===== config.mk =====
export PLATFORM = sky130hd
export DESIGN_NAME = knn_dist
export DESIGN_NICKNAME = d
export VERILOG_FILES = /design/src/rtl/knn_dist_pkg.sv /design/src/rtl/knn_dist_pipe.sv /design/src/rtl/knn_dist.sv
export SDC_FILE = /design/constraint.sdc
export NUM_CORES = 1
export LEC_CHECK = 0
export CAP_MARGIN = 20
export CORE_UTILIZATION = 59
export CTS_BUF_LIST = sky130_fd_sc_hd__clkbuf_2 sky130_fd_sc_hd__clkbuf_4 sky130_fd_sc_hd__clkbuf_8
export DETAILED_ROUTE_END_ITERATION = 8
export PLACE_DENSITY = 0.75
export SLEW_MARGIN = 25
export SYNTH_ARGS = -nofsm -noshare
export SYNTH_HDL_FRONTEND = slang
export SYNTH_HIERARCHICAL = 1
export SYNTH_SLANG_ARGS = --single-unit

===== constraint.sdc =====
create_clock -name clk -period 8.6 [get_ports clk]
set_input_delay 2.58 -clock clk [delete_from_list [all_inputs] [get_ports clk]]
set_output_delay 2.58 -clock clk [all_outputs]
set_load 0.02 [all_outputs]

===== src/rtl/knn_dist_pkg.sv =====
`default_nettype none
// ============================================================================
// Module  : knn_dist_pkg
// Purpose : Shared definitions for the k-NN distance stage: FSM state
//           encoding, pipeline depth and point field extraction helpers.
// Ports   : none (package)
// Revision: 1.0 - initial release
// ============================================================================
package knn_dist_pkg;

  typedef enum logic [1:0] {
    IDLE  = 2'd0,
    LOAD  = 2'd1,
    DRAIN = 2'd2,
    DONE  = 2'd3
  } state_t;

  // Cycles from an accepted training point to its dist_valid strobe.
  localparam int KNN_DIST_LAT = 3;

  // Widest coordinate the field helpers support.
  localparam int MAX_COORD_W = 32;

  // A point packs x in the upper half and y in the lower half; w is the
  // coordinate width actually in use.
  function automatic logic [MAX_COORD_W-1:0] point_x(
    input logic [2*MAX_COORD_W-1:0] p,
    input int unsigned              w
  );
    return MAX_COORD_W'((p >> w) & ((64'd1 << w) - 64'd1));
  endfunction

  function automatic logic [MAX_COORD_W-1:0] point_y(
    input logic [2*MAX_COORD_W-1:0] p,
    input int unsigned              w
  );
    return MAX_COORD_W'(p & ((64'd1 << w) - 64'd1));
  endfunction

endpackage
`default_nettype wire


===== src/rtl/knn_dist_pipe.sv =====
`default_nettype none
// ============================================================================
// Module  : knn_dist_pipe
// Purpose : 3-stage squared Euclidean distance pipeline with valid and index
//           sideband. S1 differences, S2 squares, S3 sum + saturation.
// Ports   : clk, rst (async, active-low)
//           in_valid/in_idx  - new point enters S1
//           xt,yt / xd,yd    - test and training coordinates
//           in_flight        - S1 or S2 holds a valid point
//           out_valid/out_dist/out_idx - result strobe; data holds when idle
// Revision: 1.0 - initial release
// ============================================================================
module knn_dist_pipe #(
  parameter int COORD_W = 16,
  parameter int DATA_W  = 32,
  parameter int IDX_W   = 16
) (
  input  logic               clk,
  input  logic               rst,
  input  logic               in_valid,
  input  logic [IDX_W-1:0]   in_idx,
  input  logic [COORD_W-1:0] xt,
  input  logic [COORD_W-1:0] yt,
  input  logic [COORD_W-1:0] xd,
  input  logic [COORD_W-1:0] yd,
  output logic               in_flight,
  output logic               out_valid,
  output logic [DATA_W-1:0]  out_dist,
  output logic [IDX_W-1:0]   out_idx
);

  localparam int SUM_W = 2*COORD_W + 1;

  logic                      v1, v2;
  logic [IDX_W-1:0]          idx1, idx2;
  logic signed [COORD_W:0]   dx, dy;
  logic [2*COORD_W-1:0]      sx, sy;

  // |d| <= 2^COORD_W - 1 so the magnitude fits COORD_W bits; squaring the
  // magnitude keeps the multiply unsigned and exactly 2*COORD_W wide.
  logic [COORD_W-1:0]        adx, ady;
  logic [2*COORD_W-1:0]      adx_ext, ady_ext;
  logic [SUM_W-1:0]          sum;
  logic [DATA_W-1:0]         sat;

  assign adx     = dx[COORD_W] ? COORD_W'(-dx) : dx[COORD_W-1:0];
  assign ady     = dy[COORD_W] ? COORD_W'(-dy) : dy[COORD_W-1:0];
  assign adx_ext = {{COORD_W{1'b0}}, adx};
  assign ady_ext = {{COORD_W{1'b0}}, ady};
  assign sum     = {1'b0, sx} + {1'b0, sy};

  generate
    if (SUM_W > DATA_W) begin : g_sat
      assign sat = (|sum[SUM_W-1:DATA_W]) ? {DATA_W{1'b1}} : sum[DATA_W-1:0];
    end else begin : g_nosat
      assign sat = DATA_W'(sum);
    end
  endgenerate

  // The output register is not counted: the last strobe may overlap the
  // cycle in which the FSM decides to finish.
  assign in_flight = v1 | v2;

  always_ff @(posedge clk or negedge rst) begin
    if (!rst) begin
      v1        <= 1'b0;
      v2        <= 1'b0;
      out_valid <= 1'b0;
      idx1      <= '0;
      idx2      <= '0;
      out_idx   <= '0;
      dx        <= '0;
      dy        <= '0;
      sx        <= '0;
      sy        <= '0;
      out_dist  <= '0;
    end else begin
      v1        <= in_valid;
      v2        <= v1;
      out_valid <= v2;
      if (in_valid) begin
        idx1 <= in_idx;
        dx   <= $signed({1'b0, xt}) - $signed({1'b0, xd});
        dy   <= $signed({1'b0, yt}) - $signed({1'b0, yd});
      end
      if (v1) begin
        idx2 <= idx1;
        sx   <= adx_ext * adx_ext;
        sy   <= ady_ext * ady_ext;
      end
      if (v2) begin
        out_idx  <= idx2;
        out_dist <= sat;
      end
    end
  end

endmodule
`default_nettype wire


===== src/rtl/knn_dist.sv =====
`default_nettype none
// ============================================================================
// Module  : knn_dist
// Purpose : Distance stage feeding the k-NN list. Latches a test point,
//           accepts nbr_points training points and strobes one squared
//           distance per point, bracketed by a start/busy/done FSM.
// Ports   : clk, rst (async, active-low)
//           start, test_point, nbr_points - run control (sampled in IDLE)
//           data_valid, data_point, data_ready - training point handshake
//           dist_valid, dist_out, dist_idx - result strobe to the list
//           busy, done                    - run status
// Revision: 1.0 - initial release
// ============================================================================
module knn_dist
  import knn_dist_pkg::*;
#(
  parameter int COORD_W = 16,
  parameter int DATA_W  = 32,
  parameter int IDX_W   = 16
) (
  input  logic                 clk,
  input  logic                 rst,
  input  logic                 start,
  input  logic [2*COORD_W-1:0] test_point,
  input  logic [IDX_W-1:0]     nbr_points,
  input  logic                 data_valid,
  input  logic [2*COORD_W-1:0] data_point,
  output logic                 data_ready,
  output logic                 dist_valid,
  output logic [DATA_W-1:0]    dist_out,
  output logic [IDX_W-1:0]     dist_idx,
  output logic                 busy,
  output logic                 done
);

  state_t               state, next;
  logic [IDX_W-1:0]     count, nbr_lat;
  logic [2*COORD_W-1:0] tp;
  logic                 transfer, last, in_flight, accept;
  logic [COORD_W-1:0]   xt, yt, xd, yd;

  assign xt = COORD_W'(point_x(64'(tp), COORD_W));
  assign yt = COORD_W'(point_y(64'(tp), COORD_W));
  assign xd = COORD_W'(point_x(64'(data_point), COORD_W));
  assign yd = COORD_W'(point_y(64'(data_point), COORD_W));

  assign accept   = (state == IDLE) && start && (nbr_points != '0);
  assign transfer = (state == LOAD) && data_valid;
  // A run holds at most 2^IDX_W - 1 points, so count + 1 never wraps.
  assign last     = transfer && ((count + IDX_W'(1)) == nbr_lat);

  always_ff @(posedge clk or negedge rst) begin
    if (!rst) begin
      state   <= IDLE;
      count   <= '0;
      nbr_lat <= '0;
      tp      <= '0;
    end else begin
      state <= next;
      if (accept) begin
        tp      <= test_point;
        nbr_lat <= nbr_points;
        count   <= '0;
      end else if (transfer) begin
        count <= count + IDX_W'(1);
      end
    end
  end

  always_comb begin
    next       = state;
    data_ready = 1'b0;
    busy       = 1'b0;
    done       = 1'b0;
    case (state)
      IDLE: begin
        if (start) next = (nbr_points != '0) ? LOAD : DONE;
      end
      LOAD: begin
        data_ready = 1'b1;
        busy       = 1'b1;
        if (last) next = DRAIN;
      end
      DRAIN: begin
        busy = 1'b1;
        if (!in_flight) next = DONE;
      end
      DONE: begin
        done = 1'b1;
        next = IDLE;
      end
      default: next = IDLE;
    endcase
  end

  knn_dist_pipe #(
    .COORD_W(COORD_W),
    .DATA_W (DATA_W),
    .IDX_W  (IDX_W)
  ) u_pipe (
    .clk      (clk),
    .rst      (rst),
    .in_valid (transfer),
    .in_idx   (count),
    .xt       (xt),
    .yt       (yt),
    .xd       (xd),
    .yd       (yd),
    .in_flight(in_flight),
    .out_valid(dist_valid),
    .out_dist (dist_out),
    .out_idx  (dist_idx)
  );

endmodule
`default_nettype wire


Word-level counts from Yosys, hierarchy flattened
Cells that the tools add are included.
{ "totals": {"input_bits": 84, "output_inout_bits": 52, "reg_bits": 247, "wordCells": 53} }
{ "op_classes": {"multipliers": 2, "n_reduce_logical": 9, "n_addsub": 6, "n_mux": 13, "bitwise_logic": 1, "eq_ne": 7} }
{ "ops": {"columns": ["cell", "count"], "rows": [
  ["$mul A16 B16 Y32", 2],
  ["$mux W16", 4],
  ["$sub A16 B16 Y17", 2],
  ["$add A32 B32 Y33", 1],
  ["$mux W32", 1],
  ["$neg A16 Y16", 2],
  ["$add A16 B1 Y16 const B", 1],
  ["$eq A16 B16 Y1", 1],
  ["$reduce_bool A16 Y1", 1],
  ["$mux W2", 4],
  ["$pmux W2 S4", 1],
  ["$ne A2 B2 Y1 const B", 3],
  ["$eq A2 B2 Y1 const B", 2],
  ["$logic_and A1 B1 Y1", 4],
  ["$mux W1", 3],
  ["$reduce_and A3 Y1", 1],
  ["$eq A2 B1 Y1 const B", 1],
  ["$logic_not A2 Y1", 1],
  ["$reduce_bool A2 Y1", 1],
  ["$reduce_or A2 Y1", 1],
  ["$or A1 B1 Y1", 1]
]} }

Logic depth before layout (Yosys ltp)
Gate-level depths: netlist (run 1).
{ "depth": {"word_depth": 5, "depth_mapped": 31, "ltp_nobuf": 29} }

Cells and area by module
Netlist (run 1), hierarchy kept.
{ "by_module_without_submodules": {"columns": ["mod", "area_per_inst_um2", "cells_each", "seq_area_each_um2", "n_inst"], "rows": [
  ["knn_dist_pipe", 24071.8, 2537, 4479.3, 1],
  ["knn_dist", 3268.1, 274, 1651.6, 1]
]} }

Least setup slack after synthesis (run 1)
Ideal clock, no wire load.
{ "synth_path": {"kind": "register -> register", "from": "reg u_pipe.dy[0]", "to": "reg u_pipe.sy[18]", "stages_incl_launch_ff": 28, "slack_ns": 1.126, "arrival_ns": 7.349, "path_cell_list": "dfrtp_1 clkbuf_1 inv_1 buf_1 ha_1 nand3_1 o31a_1 xnor2_1 inv_2 nand2_1 inv_1 fa_1 inv_1 fa_1 inv_1 fa_1 fa_1 fa_1 fa_1 ha_1 and3_1 and2_1 a31o_2 a21oi_1 nor4b_1 or3_1 xor2_1 mux2_2"} }
{ "synth_between": {"elab_chain_len": 3} }
{ "synth_rtl": {"columns": ["element", "line_no", "rtl"], "rows": [
  ["start, declared", "knn_dist_pipe.sv:36", "logic signed [COORD_W:0] dx, dy;"],
  ["start signal, assigned", "knn_dist_pipe.sv:84", "dy <= $signed({1'b0, yt}) - $signed({1'b0, yd});"],
  ["$neg A16 Y16", "knn_dist_pipe.sv:47", "assign ady = dy[COORD_W] ? COORD_W'(-dy) : dy[COORD_W-1:0];"],
  ["$mux W16 *", "knn_dist_pipe.sv:47", null],
  ["$mul A16 B16 Y32 *", "knn_dist_pipe.sv:89", "sy <= ady_ext * ady_ext;"],
  ["end signal, assigned", "knn_dist_pipe.sv:89", null],
  ["end, declared", "knn_dist_pipe.sv:37", "logic [2*COORD_W-1:0] sx, sy;"]
]} }
Mark *: on every way between the ends. The rest lies on a longest branch, timed or not.
A chain may end at the register's enable or synchronous reset.

Worst setup path in the final report (run 1)
{ "layout_path": {"from": "reg u_pipe.dy[0]", "to": "reg u_pipe.sy[29]"} }
Same word-level chain as after synthesis.

==> results of run 1 <==
worst max-delay path by stage:
stage,slack [ps],endpoint,startpoint
3_3_place_gp,870,u_pipe/sy[30]$_DFFE_PN0P_,u_pipe/dy[0]$_DFFE_PN0P_
2_1_floorplan,1130,u_pipe/sy[18]$_DFFE_PN0P_,u_pipe/dy[0]$_DFFE_PN0P_
4_1_cts,670,u_pipe/sy[29]$_DFFE_PN0P_,u_pipe/dy[0]$_DFFE_PN0P_
6_report,630,u_pipe/sy[29]$_DFFE_PN0P_,u_pipe/dy[0]$_DFFE_PN0P_
5_1_grt,180,u_pipe/sy[29]$_DFFE_PN0P_,u_pipe/dy[0]$_DFFE_PN0P_
3_5_place_dp,700,u_pipe/sy[29]$_DFFE_PN0P_,u_pipe/dy[0]$_DFFE_PN0P_
registers in the layout (all words and copies together) (netlist names):
name and flops:
u_pipe/dy 17, u_pipe/idx1 16, u_pipe/v2 1, u_pipe/sy 31, u_pipe/out_valid 1, state 2, tp 32, u_pipe/out_dist 32
count 16, u_pipe/dx 17, u_pipe/idx2 16, u_pipe/sx 31, u_pipe/out_idx 16, u_pipe/v1 1, nbr_lat 16
synthesized netlist by cell type (all sizes together), types with 25 or more instances:
cell type | count | area share (%)
a21o | 42 | 1.2
dfrtp | 245 | 22
a21oi | 66 | 1.2
nand2 | 232 | 3.2
o21ai | 59 | 1.1
a211oi | 25 | 0.72
nor3 | 45 | 0.84
mux2 | 153 | 6.3
o22a | 29 | 0.93
fa | 327 | 24
nand3 | 30 | 0.59
inv | 529 | 7.3
nor2 | 228 | 3.2
clkbuf | 40 | 0.55
xnor2 | 94 | 3.1
xor2 | 61 | 2.0
ha | 262 | 12
buf | 25 | 0.50
kinds of logic after synthesis:
logic type / count (synthesis) / synth area share, %
mux: 156 / 6.41
compound gates: 385 / 10.3
buf+inv: 601 / 8.41
fa+ha+maj: 589 / 35.9
simple gates: 680 / 11.5
xor+xnor: 155 / 5.10
flops: 245 / 22.4
layout make-up:
cell class / count / area, sq um
multi-input combinational: 1965 / 18900
fill: 3658 / 15100
sequential: 245 / 6130
inverter: 536 / 2010
timing repair buffer: 176 / 1700
clock buffer: 67 / 853
tap: 600 / 751
clock inverter: 11 / 126
antenna: 1 / 2.50
metal layers:
layer	wire, um	vias to the layer above
met1	26900	10300
met2	30900	654
met3	4470	132
met4	1540	0
li1	-	9512
met5	0	-
stage by stage:
step                util [%]  setup slack, ps  area (sq um)  hold WS [ps]  std cells
finish                  66.9              630         30500           491       3601
global route            66.9              184         30500           506       3600
CTS                     66.8              673         30500           491       3599
detailed placement      64.7              702         29500           478       3521
global placement        64.7              874         29500           471       3521
floorplan                  -             1130         27300           428       2811
worst max-delay path, stage by stage (launching register included):
cell and delay (ps):
dfrtp_1 690, inv_1 140, ha_1 280, nand2b_1 180
xor2_1 170, buf_4 210, inv_1 270, nand2_1 210
inv_1 80, fa_1 540, inv_1 60, fa_1 530
inv_1 50, fa_1 500, inv_1 50, fa_1 540
inv_1 50, fa_1 490, fa_1 420, ha_1 350
nand2_1 70, o21ai_1 370, o22ai_1 230, nor4_1 520
o211ai_2 190, a311oi_1 400, nor3_1 80, o31ai_1 180
==> flow_metrics.py, run 1 <==
metrics = {
    "yosys": {
        "syn_area_sq_mm": 0.0273,
        "synthArstFlopShare_pct": 100,
        "synth_cell_type_count": 97,
        "synthCells": 2811,
        "ys_warn_count": 6,
        "synth_ff_type": "dfrtp_1",
        "synth_area_per_cell_sq_um": 9.73,
        "ys_ff_latch": 245,
        "synth_edf_count": 0,
        "syn_nets": 3484,
        "yosysSeqAreaShare_pct": 22.4,
    },
    "cts": {
        "clk_latency_ps": 590,
        "cts-root-buf": "clkbuf_8",
        "h-tree-depth": 2,
        "cts_setup_buffers": 0,
        "hold_buffers": 0,
        "clock-sinks": 245,
        "cts.clk_slew.worst_paths_ps": 60,
        "cts_buffers": 43,
        "cts_buffer_depth": 3,
        "cts_tree": "built",
        "cts_resized": 0,
    },
    "global_routing": {
        "met1_usage_pct": 37.8,
        "gr-total-overflow": 0,
        "first_global_vias": 22000,
        "track_usage_pct": 28.4,
        "use_met3_pct": 4.71,
        "grt_max_degree": 127,
        "busiest_layer": "met2",
        "grtUsageMet2_pct": 47.8,
        "antenna_found_initial": 2,
        "grt_pass1_wl_um": 108000,
    },
    "detailed_routing": {
        "antenna_left": 0,
        "dr.pass1.iters": 5,
        "via_count": 20600,
        "drcViolationCount": 0,
        "routed_wl_um": 63900,
        "avgRoutedWirePerCell_um": 17.7,
        "routed_via_density": 5.72,
        "drt_iter0_drc": 1125,
    },
    "die": {
        "core_sq_mm": 0.0456,
        "die_w_um": 217,
        "ios": 136,
        "initial_utilization_pct": 60.0,
        "dieHeight_um": 217,
        "rows": 78,
        "dieArea_sq_mm": 0.0472,
    },
    "sta": {
        "finalHoldViolations": 0,
        "rsz0062_at_grt": "no",
        "final.setup.tns_ps": 0,
        "worst_pin_slew_ps": 1020,
        "fin_skew_ps": 36.4,
        "fin_crit_ps": 7970,
        "setup_violations": 0,
        "final.period_utilization_pct": 92.7,
        "finalMaxSlewViolations": 0,
        "relSlewSlack_pct": 31.8,
        "fmax_ghz": 0.125,
    },
    "place": {
        "place_hpwl_um": 50800,
        "port_buffers": 135,
        "globalplace.congestion": 0.964,
    },
    "hold_path": {
        "hold_path.startpoint": "u_pipe/sy[6]$_DFFE_PN0P_",
        "hold_path_end": "u_pipe/sy[6]$_DFFE_PN0P_",
        "holdPathStages": 1,
        "hold_class": "flop to flop",
    },
    "worst_setup_path": {
        "r2r_cells": 27,
        "reg2reg_slack_ps": 630,
        "required_ps": 9080,
        "crit_fanout": 12,
        "regToRegEndpoint": "u_pipe/sy[29]$_DFFE_PN0P_",
        "worstSetupPathType": "flop to flop",
        "worst_setup_path_start_kind": "flop",
        "worstReg2RegStart": "u_pipe/dy[0]$_DFFE_PN0P_",
        "crit_path_end_kind": "flop",
        "arrival_ps": 8450,
    },
    "layout": {
        "final_common_cell": "inv_1",
        "drive_above_1_share_pct": 11.2,
        "syn_to_final_growth_pct": 11.6,
        "final_cell_mix": "519 x inv_1, 327 x fa_1, 262 x ha_1",
        "nNetsFinal": 3640,
    },
    "outcome": {
        "status": "completed",
    },
    "flow_run": {
        "maxCapViolCount": 0,
    },
}
Power of run 1 is left out: the tool's default activity adds up to more than one toggle a clock period on the data nets, which glitch-free logic cannot reach.
==> run 2, diff against run 1 <==
Settings changed: CORE_MARGIN set to 5, SLEW_MARGIN 25 to not set.
==> run 2 against run 1 <==
Net effect: die area increased by 7.5%; worst hold slack is essentially flat; sequential share of layout area barely moved; cell count is 0.17% higher; critical path type unchanged; largest cell class unchanged; final area up 0.11%; register-to-register slack gained 60 ps; via count decreased by 0.61%; highest routed layer is now met5.
==> flow_metrics.py, run 2 (synthesis gave the netlist of run 1 again) <==
metrics = {
    "outcome": {
        "status": "completed",
    },
    "cts": {
        "cts.clk_slew.worst_paths_ps": 60,
        "cts_resized": 0,
        "cts-root-buf": "clkbuf_8",
        "clk_latency_ps": 590,
        "cts_buffers": 44,
        "cts_buffer_depth": 3,
        "cts_tree": "built",
        "h-tree-depth": 2,
        "cts_setup_buffers": 0,
        "clock-sinks": 245,
        "hold_buffers": 0,
    },
    "flow_run": {
        "maxCapViolCount": 0,
    },
    "sta": {
        "rsz0062_at_grt": "no",
        "fin_crit_ps": 7910,
        "setup_violations": 0,
        "final.setup.tns_ps": 0,
        "finalMaxSlewViolations": 0,
        "fmax_ghz": 0.126,
        "relSlewSlack_pct": 20.7,
        "worst_pin_slew_ps": 1180,
        "final.period_utilization_pct": 92.0,
        "fin_skew_ps": 27.1,
        "finalHoldViolations": 0,
    },
    "layout": {
        "nNetsFinal": 3644,
        "syn_to_final_growth_pct": 11.7,
        "final_cell_mix": "519 x inv_1, 327 x fa_1, 262 x ha_1",
        "drive_above_1_share_pct": 11.3,
        "reg.largest.list": "tp x32, u_pipe/out_dist x32",
        "final_common_cell": "inv_1",
    },
    "detailed_routing": {
        "via_count": 20500,
        "antenna_left": 0,
        "avgRoutedWirePerCell_um": 17.7,
        "routed_via_density": 5.67,
        "drcViolationCount": 0,
        "drt_iter0_drc": 1182,
        "dr.pass1.iters": 6,
        "routed_wl_um": 63800,
    },
    "global_routing": {
        "use_met3_pct": 5.37,
        "grtUsageMet2_pct": 42.4,
        "grt_max_degree": 124,
        "antenna_found_initial": 2,
        "gr-total-overflow": 0,
        "grt_pass1_wl_um": 108000,
        "busiest_layer": "met2",
        "first_global_vias": 22000,
        "met1_usage_pct": 34.5,
        "track_usage_pct": 25.8,
    },
    "hold_path": {
        "hold_path_end": "u_pipe/sx[9]$_DFFE_PN0P_",
        "hold_path.startpoint": "u_pipe/sx[9]$_DFFE_PN0P_",
        "holdPathStages": 1,
        "hold_class": "flop to flop",
    },
    "die": {
        "initial_utilization_pct": 60.0,
        "dieArea_sq_mm": 0.0507,
        "rows": 78,
        "ios": 136,
        "core_sq_mm": 0.0456,
        "die_w_um": 225,
        "dieHeight_um": 225,
    },
    "worst_setup_path": {
        "arrival_ps": 8390,
        "cp-startpoint": "u_pipe/dy[3]$_DFFE_PN0P_",
        "regToRegEndpoint": "u_pipe/sy[29]$_DFFE_PN0P_",
        "worstReg2RegStart": "u_pipe/dy[3]$_DFFE_PN0P_",
        "reg2reg_slack_ps": 690,
        "crit_fanout": 10,
        "crit_path_end_kind": "flop",
        "worstSetupPathType": "flop to flop",
        "required_ps": 9080,
        "worst_setup_path_start_kind": "flop",
        "r2r_cells": 25,
    },
    "place": {
        "place_hpwl_um": 51300,
        "port_buffers": 135,
        "globalplace.congestion": 0.969,
    },
}
-- run 2: cell count changes in the layout (fill, tap and decap cells not counted), moves of 2 or more --
cell	previous run	this run
clkinv_2	6	8
bufinv_16	2	4
buf_4	39	43
clkbuf_8	56	52
clkbuf_4	11	13
-- run 2: layout make-up --
cell class                 count  area [sq um]
antenna                        1          2.50
sequential                   245          6130
clock buffer                  65           813
tap                          600           751
inverter                     536          2010
multi-input combinational   1965         18900
timing repair buffer         179          1700
clock inverter                16           204
fill                        3642         15000
-- run 2: metrics by stage --
stage / hold slack [ps] / util, % / area, sq um / cells / worst slack [ps]
global placement: 479 / 64.8 / 29500 / 3525 / 1010
global route: 513 / 67.0 / 30500 / 3606 / 177
floorplan: 428 / - / 27300 / 2811 / 1130
finish: 491 / 67.0 / 30500 / 3607 / 692
detailed placement: 478 / 64.8 / 29500 / 3525 / 821
CTS: 494 / 67.0 / 30500 / 3606 / 739
-- run 2: worst max-delay path: stages (launching register included) --
cell and delay [ps]:
dfrtp_1 440, nor3_2 350, nand3_1 320, o41ai_1 430, xor2_1 180, buf_4 210, inv_2 140, nand2_1 140
inv_1 80, fa_1 480, inv_1 50, fa_1 530, inv_1 50, fa_1 490, fa_1 570, fa_1 420
fa_1 450, ha_1 360, nand2_1 70, o21ai_1 380, o22ai_1 210, nor4_1 540, o211ai_2 200, a311oi_1 430
nor3_1 80, o31ai_1 190
-- run 2: how the worst max path moves through the flow --
stage                           endpoint  slack (ps)  cells past startpoint
2_1_floorplan  u_pipe/sy[18]$_DFFE_PN0P_        1130                     27
3_3_place_gp   u_pipe/sy[29]$_DFFE_PN0P_        1010                     27
3_5_place_dp   u_pipe/sy[29]$_DFFE_PN0P_         820                     27
4_1_cts        u_pipe/sy[29]$_DFFE_PN0P_         740                     25
5_1_grt        u_pipe/sy[29]$_DFFE_PN0P_         180                     25
6_report       u_pipe/sy[29]$_DFFE_PN0P_         690                     25
-- run 2: metal layers --
layer,share of wire (%),wire length [um]
met5,0.020,13
met4,3.1,1990
met3,7.0,4440
met2,48,30300
met1,42,27000
Power of run 2 is left out for the same reason.
